**src/rtl/haraka_s_absorb_pad.sv**
```systemverilog
// Byte-serial message packer for Haraka-S: fills RATE_BYTES-wide rate blocks and pads the final block.
// A block is presented the edge after it fills or after end-of-message; in_ready stalls the byte source while a block is held.
// Optional sticky err for data driven during HOLD: define HARAKA_PAD_ERR_EN.
module haraka_s_absorb_pad #(
    parameter int         RATE_BYTES = 32,
    parameter logic [7:0] PAD_BYTE   = 8'h1F
) (
    input  logic                    clk,
    input  logic                    reset,
    input  logic                    enable,
    input  logic [7:0]              serial_in,
    input  logic                    process_input,
    output logic                    in_ready,
    output logic [8*RATE_BYTES-1:0] block_out,
    output logic                    block_valid,
    output logic                    block_last,
    input  logic                    block_ready,
    output logic                    err
);

    localparam int BW = 8 * RATE_BYTES;
    localparam int CW = (RATE_BYTES > 1) ? $clog2(RATE_BYTES) : 1;

    typedef enum logic [0:0] {
        ABSORB = 1'b0,
        HOLD   = 1'b1
    } state_t;

    state_t          state_q;
    logic [CW-1:0]   cnt_q;
    logic [BW-1:0]   buf_q;
    logic [BW-1:0]   pad_blk_d;
    logic            valid_q;
    logic            last_q;
    logic            active_q;
    logic            last_byte;

    assign last_byte = (cnt_q == CW'(RATE_BYTES - 1));

    // Pad byte at the first free slot, zeros after it, top bit of the last byte set.
    always_comb begin
        pad_blk_d = buf_q;
        for (int i = 0; i < RATE_BYTES; i++) begin
            if (i == int'(cnt_q))
                pad_blk_d[8*i +: 8] = buf_q[8*i +: 8] | PAD_BYTE;
            else if (i > int'(cnt_q))
                pad_blk_d[8*i +: 8] = 8'h00;
        end
        pad_blk_d[BW-1 -: 8] = pad_blk_d[BW-1 -: 8] | 8'h80;
    end

    always_ff @(posedge clk or posedge reset) begin
        if (reset) begin
            state_q  <= ABSORB;
            cnt_q    <= '0;
            buf_q    <= '0;
            valid_q  <= 1'b0;
            last_q   <= 1'b0;
            active_q <= 1'b0;
        end else begin
            case (state_q)
                ABSORB: begin
                    // Any sampled process_input pulse, even with enable low, opens a message.
                    if (process_input)
                        active_q <= 1'b1;
                    if (enable && process_input) begin
                        buf_q[8*int'(cnt_q) +: 8] <= serial_in;
                        if (last_byte) begin
                            cnt_q   <= '0;
                            valid_q <= 1'b1;
                            last_q  <= 1'b0;
                            state_q <= HOLD;
                        end else begin
                            cnt_q <= cnt_q + 1'b1;
                        end
                    end else if (enable && active_q) begin
                        buf_q   <= pad_blk_d;
                        cnt_q   <= '0;
                        valid_q <= 1'b1;
                        last_q  <= 1'b1;
                        state_q <= HOLD;
                    end
                end
                HOLD: begin
                    if (block_ready) begin
                        buf_q   <= '0;
                        valid_q <= 1'b0;
                        last_q  <= 1'b0;
                        state_q <= ABSORB;
                        if (last_q)
                            active_q <= 1'b0;
                    end
                end
                default: state_q <= ABSORB;
            endcase
        end
    end

    assign in_ready    = (state_q == ABSORB);
    assign block_out   = buf_q;
    assign block_valid = valid_q;
    assign block_last  = last_q;

`ifdef HARAKA_PAD_ERR_EN
    logic err_q;

    always_ff @(posedge clk or posedge reset) begin
        if (reset)
            err_q <= 1'b0;
        else if (enable && process_input && !in_ready)
            err_q <= 1'b1;
    end

    assign err = err_q;
`else
    assign err = 1'b0;
`endif

endmodule
```
**config.mk**
```make
export PLATFORM = sky130hd
export DESIGN_NAME = haraka_s_absorb_pad
export DESIGN_NICKNAME = d
export VERILOG_FILES = /design/src/rtl/haraka_s_absorb_pad.sv
export SDC_FILE = /design/constraint.sdc
export NUM_CORES = 1
export LEC_CHECK = 0
export CAP_MARGIN = 20
export CORE_UTILIZATION = 30
export DETAILED_ROUTE_END_ITERATION = 8
export PLACE_DENSITY_LB_ADDON = 0.08
export SETUP_SLACK_MARGIN = 0.02
export SLEW_MARGIN = 25
export SYNTH_ARGS = -nofsm -noshare
export SYNTH_HDL_FRONTEND = slang
export SYNTH_SLANG_ARGS = --single-unit
```
**constraint.sdc**
```tcl
create_clock -name clk -period 15.6 [get_ports clk]
set_input_delay 3.12 -clock clk [delete_from_list [all_inputs] [get_ports clk]]
set_output_delay 3.12 -clock clk [all_outputs]
set_load 0.005 [all_outputs]
```
# ---- Word-level counts from Yosys, hierarchy flattened
# Index checks and enable logic that the tools add are counted.
dict set report totals {
  reg_bits 265
  latch_bits 0
  mem_bits_rw 0
  romBits 0
  input_bits 13
  memories 0
}
dict set report op_classes {
  addsub 2
  multipliers 0
  div_mod_pow 0
  order_cmp 31
  n_eq_ne 132
  shifts 2
  muxes 88
  bitwise 1
  n_reduce_logical 72
}
# op count
set ops {}
lappend ops {{256-bit 2-to-1 mux} 3}
lappend ops {{256-bit one-hot mux with 2 select lines} 1}
lappend ops {{8-bit 2-to-1 mux} 60}
lappend ops {{256-bit bitwise mux} 1}
lappend ops {{8-bit by 33-bit variable shift with 256-bit output, first input constant} 1}
lappend ops {{8-bit by 33-bit indexed part select with 256-bit output} 1}
lappend ops {{4-bit by 1-bit != test with 1-bit output, second input constant} 31}
lappend ops {{4-bit AND reduction} 31}
lappend ops {{3-bit AND reduction} 34}
lappend ops {{3-bit by 1-bit != test with 1-bit output, second input constant} 33}
lappend ops {{3-bit by 2-bit != test with 1-bit output, second input constant} 31}
lappend ops {{5-bit equality test, first input constant} 16}
lappend ops {{5-bit greater-than comparator, first input constant} 16}
lappend ops {{4-bit by 5-bit equality test with 1-bit output, first input constant} 8}
lappend ops {{4-bit by 5-bit greater-than comparator with 1-bit output, first input constant} 8}
lappend ops {{8-bit negation with 33-bit output} 1}
lappend ops {{3-bit by 5-bit equality test with 1-bit output, first input constant} 4}
lappend ops {{3-bit by 5-bit greater-than comparator with 1-bit output, first input constant} 4}
lappend ops {{5-bit 2-to-1 mux} 4}
lappend ops {{7-bit 2-to-1 mux} 2}
lappend ops {{1-bit 2-to-1 mux} 13}
lappend ops {{2-bit by 5-bit equality test with 1-bit output, first input constant} 2}
lappend ops {{2-bit by 5-bit greater-than comparator with 1-bit output, first input constant} 2}
lappend ops {{1-bit one-hot mux with 2 select lines} 4}
lappend ops {{12 further kinds} 17}

# ---- Longest topological paths before layout
dict set report logic_depth {
  word_depth 6
  mapped_depth 15
  mapped_depth_nobuf 9
}

# ---- Worst setup path before layout
# Ideal clock, no wire load.
dict set report synth_timing {
  kind {input-to-reg}
  from {input port enable}
  to {register buf_q[16], in the netlist block_out[16]}
  t_arrival_ns 4.573
  required_time_ns 15.464
  path_slack_ns 10.891
  stages 7
  n_path_buf 2
  path_cell_list {clkbuf_2 -> nand2b_1 -> o21a_1 -> clkbuf_1 -> o41ai_1 -> nand2_1 -> o2bb2ai_1}
}
dict set report synth_via {
  elab_chain_cells 3
  elab_cells_between_ends 7
}
# element line
set synth_lines {}
lappend synth_lines {{from (decl)} 10} ;# input logic enable,
lappend synth_lines {{1-bit logical AND (on tied branches)} {66, 76}}
lappend synth_lines {{4-bit by 1-bit != test with 1-bit output (no line) (tied with other cells)} -}
lappend synth_lines {{3-bit AND reduction (no line) or 256-bit one-hot mux with 2 select lines (tied branches)} -}
lappend synth_lines {{to (signal, indexed assignment)} 67} ;# buf_q[8*int'(cnt_q) +: 8] <= serial_in;
lappend synth_lines {{to (signal assigned)} 77} ;# buf_q <= pad_blk_d;
lappend synth_lines {{to (decl)} 31} ;# logic [BW-1:0] buf_q;
# Several ways; a longest one is shown, not always the timed one.
# A chain may end at the register's enable or synchronous reset.

# ---- Worst setup path in the final report
dict set report layout_timing {
  from {input port process_input}
  to {register buf_q[17], in the netlist block_out[17]}
}
dict set report layout_via {
  elab_chain_cells 3
  elab_cells_between_ends 6
}
# element line
set layout_lines {}
lappend layout_lines {{from (decl)} 12} ;# input logic process_input,
lappend layout_lines {{1-bit logical AND *} 66} ;# if (enable && process_input) begin
lappend layout_lines {{4-bit by 1-bit != test with 1-bit output (no line) (tied with other cells)} -}
lappend layout_lines {{3-bit AND reduction (no line) or 256-bit one-hot mux with 2 select lines (tied branches)} -}
# Mark *: on every way between the ends. The rest lies on a longest branch, timed or not.

==> impl_metrics.tcl <==
set metrics [dict create \
    clock_latency_ps 580 \
    finalNetCount 1534 \
    powerDensity_mw_per_mm2 130 \
    hold_class "flop to flop" \
    synthTopCellsByArea "dfrtp_1 50%, o2bb2ai_1 7.4%, a21oi_1 3.8%" \
    worst_slew_pin_slew_ps 1160 \
    clk_pin_slew_ps 60 \
    hold_depth 1 \
    drv_cap 0 \
    crit_required_ps 16020 \
    status "completed" \
    final_common_cell "clkdlybuf4s50_1" \
    setup_tns_ps 0 \
    portBuffers 271 \
    rr_startpoint "cnt_q[1]$_DFFE_PP0P_" \
    cp-start-kind "input port" \
    finClkSkew_ps 15.6 \
    core_mm2 0.0434 \
    syn_avg_cell_area_um2 10.2 \
    layout_common_cells "268 x clkdlybuf4s50_1, 265 x dfrtp_1, 112 x o2bb2ai_1" \
    syn_inst 1303 \
    r2r_cells 9 \
    gp_routability_congestion 0.934 \
    placed_area_mm2 0.0164 \
    grt_pass1_wl_um 85200 \
    drv_slew 0 \
    leakage_nw 7.09 \
    r2r_slack_ps 10630 \
    ant_nets 0 \
    period_needed_ps 5630 \
    chipHeight_um 212 \
    max_stage_delay_ps 780 \
    synth_edf_count 0 \
    drt_iter0_drc 1268 \
    finalCritPeriodShare 0.361 \
    post_cts_buffers 0 \
    crit_slowest_cell "buf_4" \
    die_area_mm2 0.0451 \
    grt-ovfl-total 0 \
    finalInstanceArea_mm2 0.0174 \
    cts_buffers 30 \
    worstSetupEndpointType "flop" \
    numPlacedInstances 2065 \
    drc 0 \
    drive_gt1_frac 0.0807 \
    syn-cell-area_mm2 0.0133 \
    antenna_found_initial 2 \
    vdd_drop_max_uv 73.3 \
    cp_top_family "buffers and inverters" \
    finish.utilization 0.401 \
    rsz0062_at_grt "no" \
    setup_viol 0 \
    yosys_warnings 0 \
    avgViaCountPerCell 5.94 \
    num_vias 12600 \
    htree_levels 1 \
    hold_viol_final 0 \
    cts.sinks 265 \
    synth_seq_cells 265 \
    yosysTopAreaCell "dfrtp_1" \
    drt_first_pass_iters 5 \
    rows 76 \
    slew_headroom 0.218 \
    synth_top_flop_cell "dfrtp_1" \
    grt_max_degree 153 \
    grt_usage 0.257 \
    cp_num_buf_inv 2 \
    n_fill_cell 4308 \
    hold_end "block_out[194]$_DFFE_PP0P_" \
    crit_chain "clkdlybuf4s50_1 -> nand2_4 -> buf_4 -> nor4_1 -> o21ai_0 -> o2bb2ai_1" \
    critPathMaxFanout 88 \
    dieWidth_um 212 \
    cts_resized 0 \
    holdCritStartpoint "block_out[194]$_DFFE_PP0P_" \
    cts.root.buffer_cell "clkbuf_16" \
    netlist-cell-type-count 87 \
    worstSetupPathType "input port to flop" \
    synthArstFlopShare 1.00 \
    initial_core_util 0.306 \
    ioPinCount 273 \
    hpwl_um 41200 \
    yosysSeqAreaShare 0.500 \
    wirelength_um 58600 \
    power.total_w 0.00227 \
    cts_tree "built" \
    r2r_end "block_out[163]$_DFFE_PP0P_" \
    cts_buffer_depth 3 \
    worst-endpoint-arrival_ps 6050 \
    instances_no_fill 2122 \
    timing.fmax_mhz 178 \
    wl_per_cell_um 27.6 \
    hold_buffers 0 \
    first_global_vias 12400 \
    syn_nets 1324 \
    yosysTopAreaCellShare 0.500 \
    area_delta_synth_final_pct 31.2 \
]
## cell usage after synthesis (all sizes together) (5+ instances only)
cell type / n
nand3: 29
or2: 7
and2: 26
o221ai: 9
ha: 8
nand2: 81
mux2: 7
inv: 16
nor3b: 5
nor2b: 5
buf: 42
dfrtp: 265
a221o: 41
clkbuf: 74
nor4: 16
nor2: 68
nor3: 34
or3: 7
o22ai: 11
nand2b: 10
o2bb2ai: 112
o211ai: 15
a31oi: 61
and3: 22
o21ai: 73
a21oi: 101
a21o: 7
a22o: 46
nand4: 10
a32o: 20
o31ai: 22
## kinds of logic (layout without fill, tap and decap cells)
group	after synthesis	after routing	share of synthesized area
AO/OA/AOI/OAI	548	548	0.304
multiplexers	9	9	0.00802
flip-flops	265	265	0.500
buffers and inverters	132	365	0.0429
AND/OR/NAND/NOR	338	338	0.135
other	1	2	0.000283
XOR/XNOR	2	2	0.00189
adder cells (fa/ha/maj)	8	8	0.00755
## how the worst max path moves through the flow
stage | startpoint | end | slack [ps] | depth (start not counted)
CTS | process_input | block_out[17]$_DFFE_PP0P_ | 10040 | 6
global placement | process_input | block_out[113]$_DFFE_PP0P_ | 9560 | 6
floorplan | reset | active_q$_DFFE_PP0P_ | 5180 | 1
detailed placement | process_input | block_out[68]$_DFFE_PP0P_ | 9450 | 6
finish | process_input | block_out[17]$_DFFE_PP0P_ | 9970 | 6
global route | process_input | block_out[60]$_DFFE_PP0P_ | 9790 | 7
## stage by stage
step           hold WS (ps)  worst slack (ps)
6_report                492              9970
5_1_grt                 509              9790
4_1_cts                 495             10040
3_5_place_dp            474              9450
3_3_place_gp            468              9560
2_1_floorplan           457              5180
## power by group
part	switching [W]	internal, W	total, W
sequential	0.0000377	0.000728	0.000765
clock	0.000293	0.000405	0.000698
combinational	0.000585	0.000216	0.000802
## routing by layer
metal	up-vias	global-route usage	part of all wire
met2	622	0.396	0.45
met5	-	0	0
met1	6392	0.363	0.44
met4	0	0.0809	0.030
li1	5487	-	-
met3	107	0.0468	0.080
## worst reg2reg max path, stage by stage (launching register included)
cell	delay (ps)
dfrtp_1	950
inv_1	300
ha_1	500
and2_1	270
ha_1	470
inv_1	320
nand3_2	510
nor2_1	840
o221ai_1	430
o2bb2ai_1	240
## layout make-up
cell class,instances,area (µm²),share of cell area
inverter,16,67.6,0.00388
clock buffer,46,882,0.0507
tap,585,732,0.0421
antenna,1,2.50,0.000144
clock inverter,9,81.3,0.00467
sequential,265,6630,0.381
timing repair buffer,294,2890,0.166
multi-input combinational,906,6110,0.351
## flip-flops by register name, summed over array words and instances (netlist names)
signal       cells
active_q         1
block_last       1
state_q          1
block_valid      1
block_out      256
cnt_q            5
(Power assumes the default switching activity.)
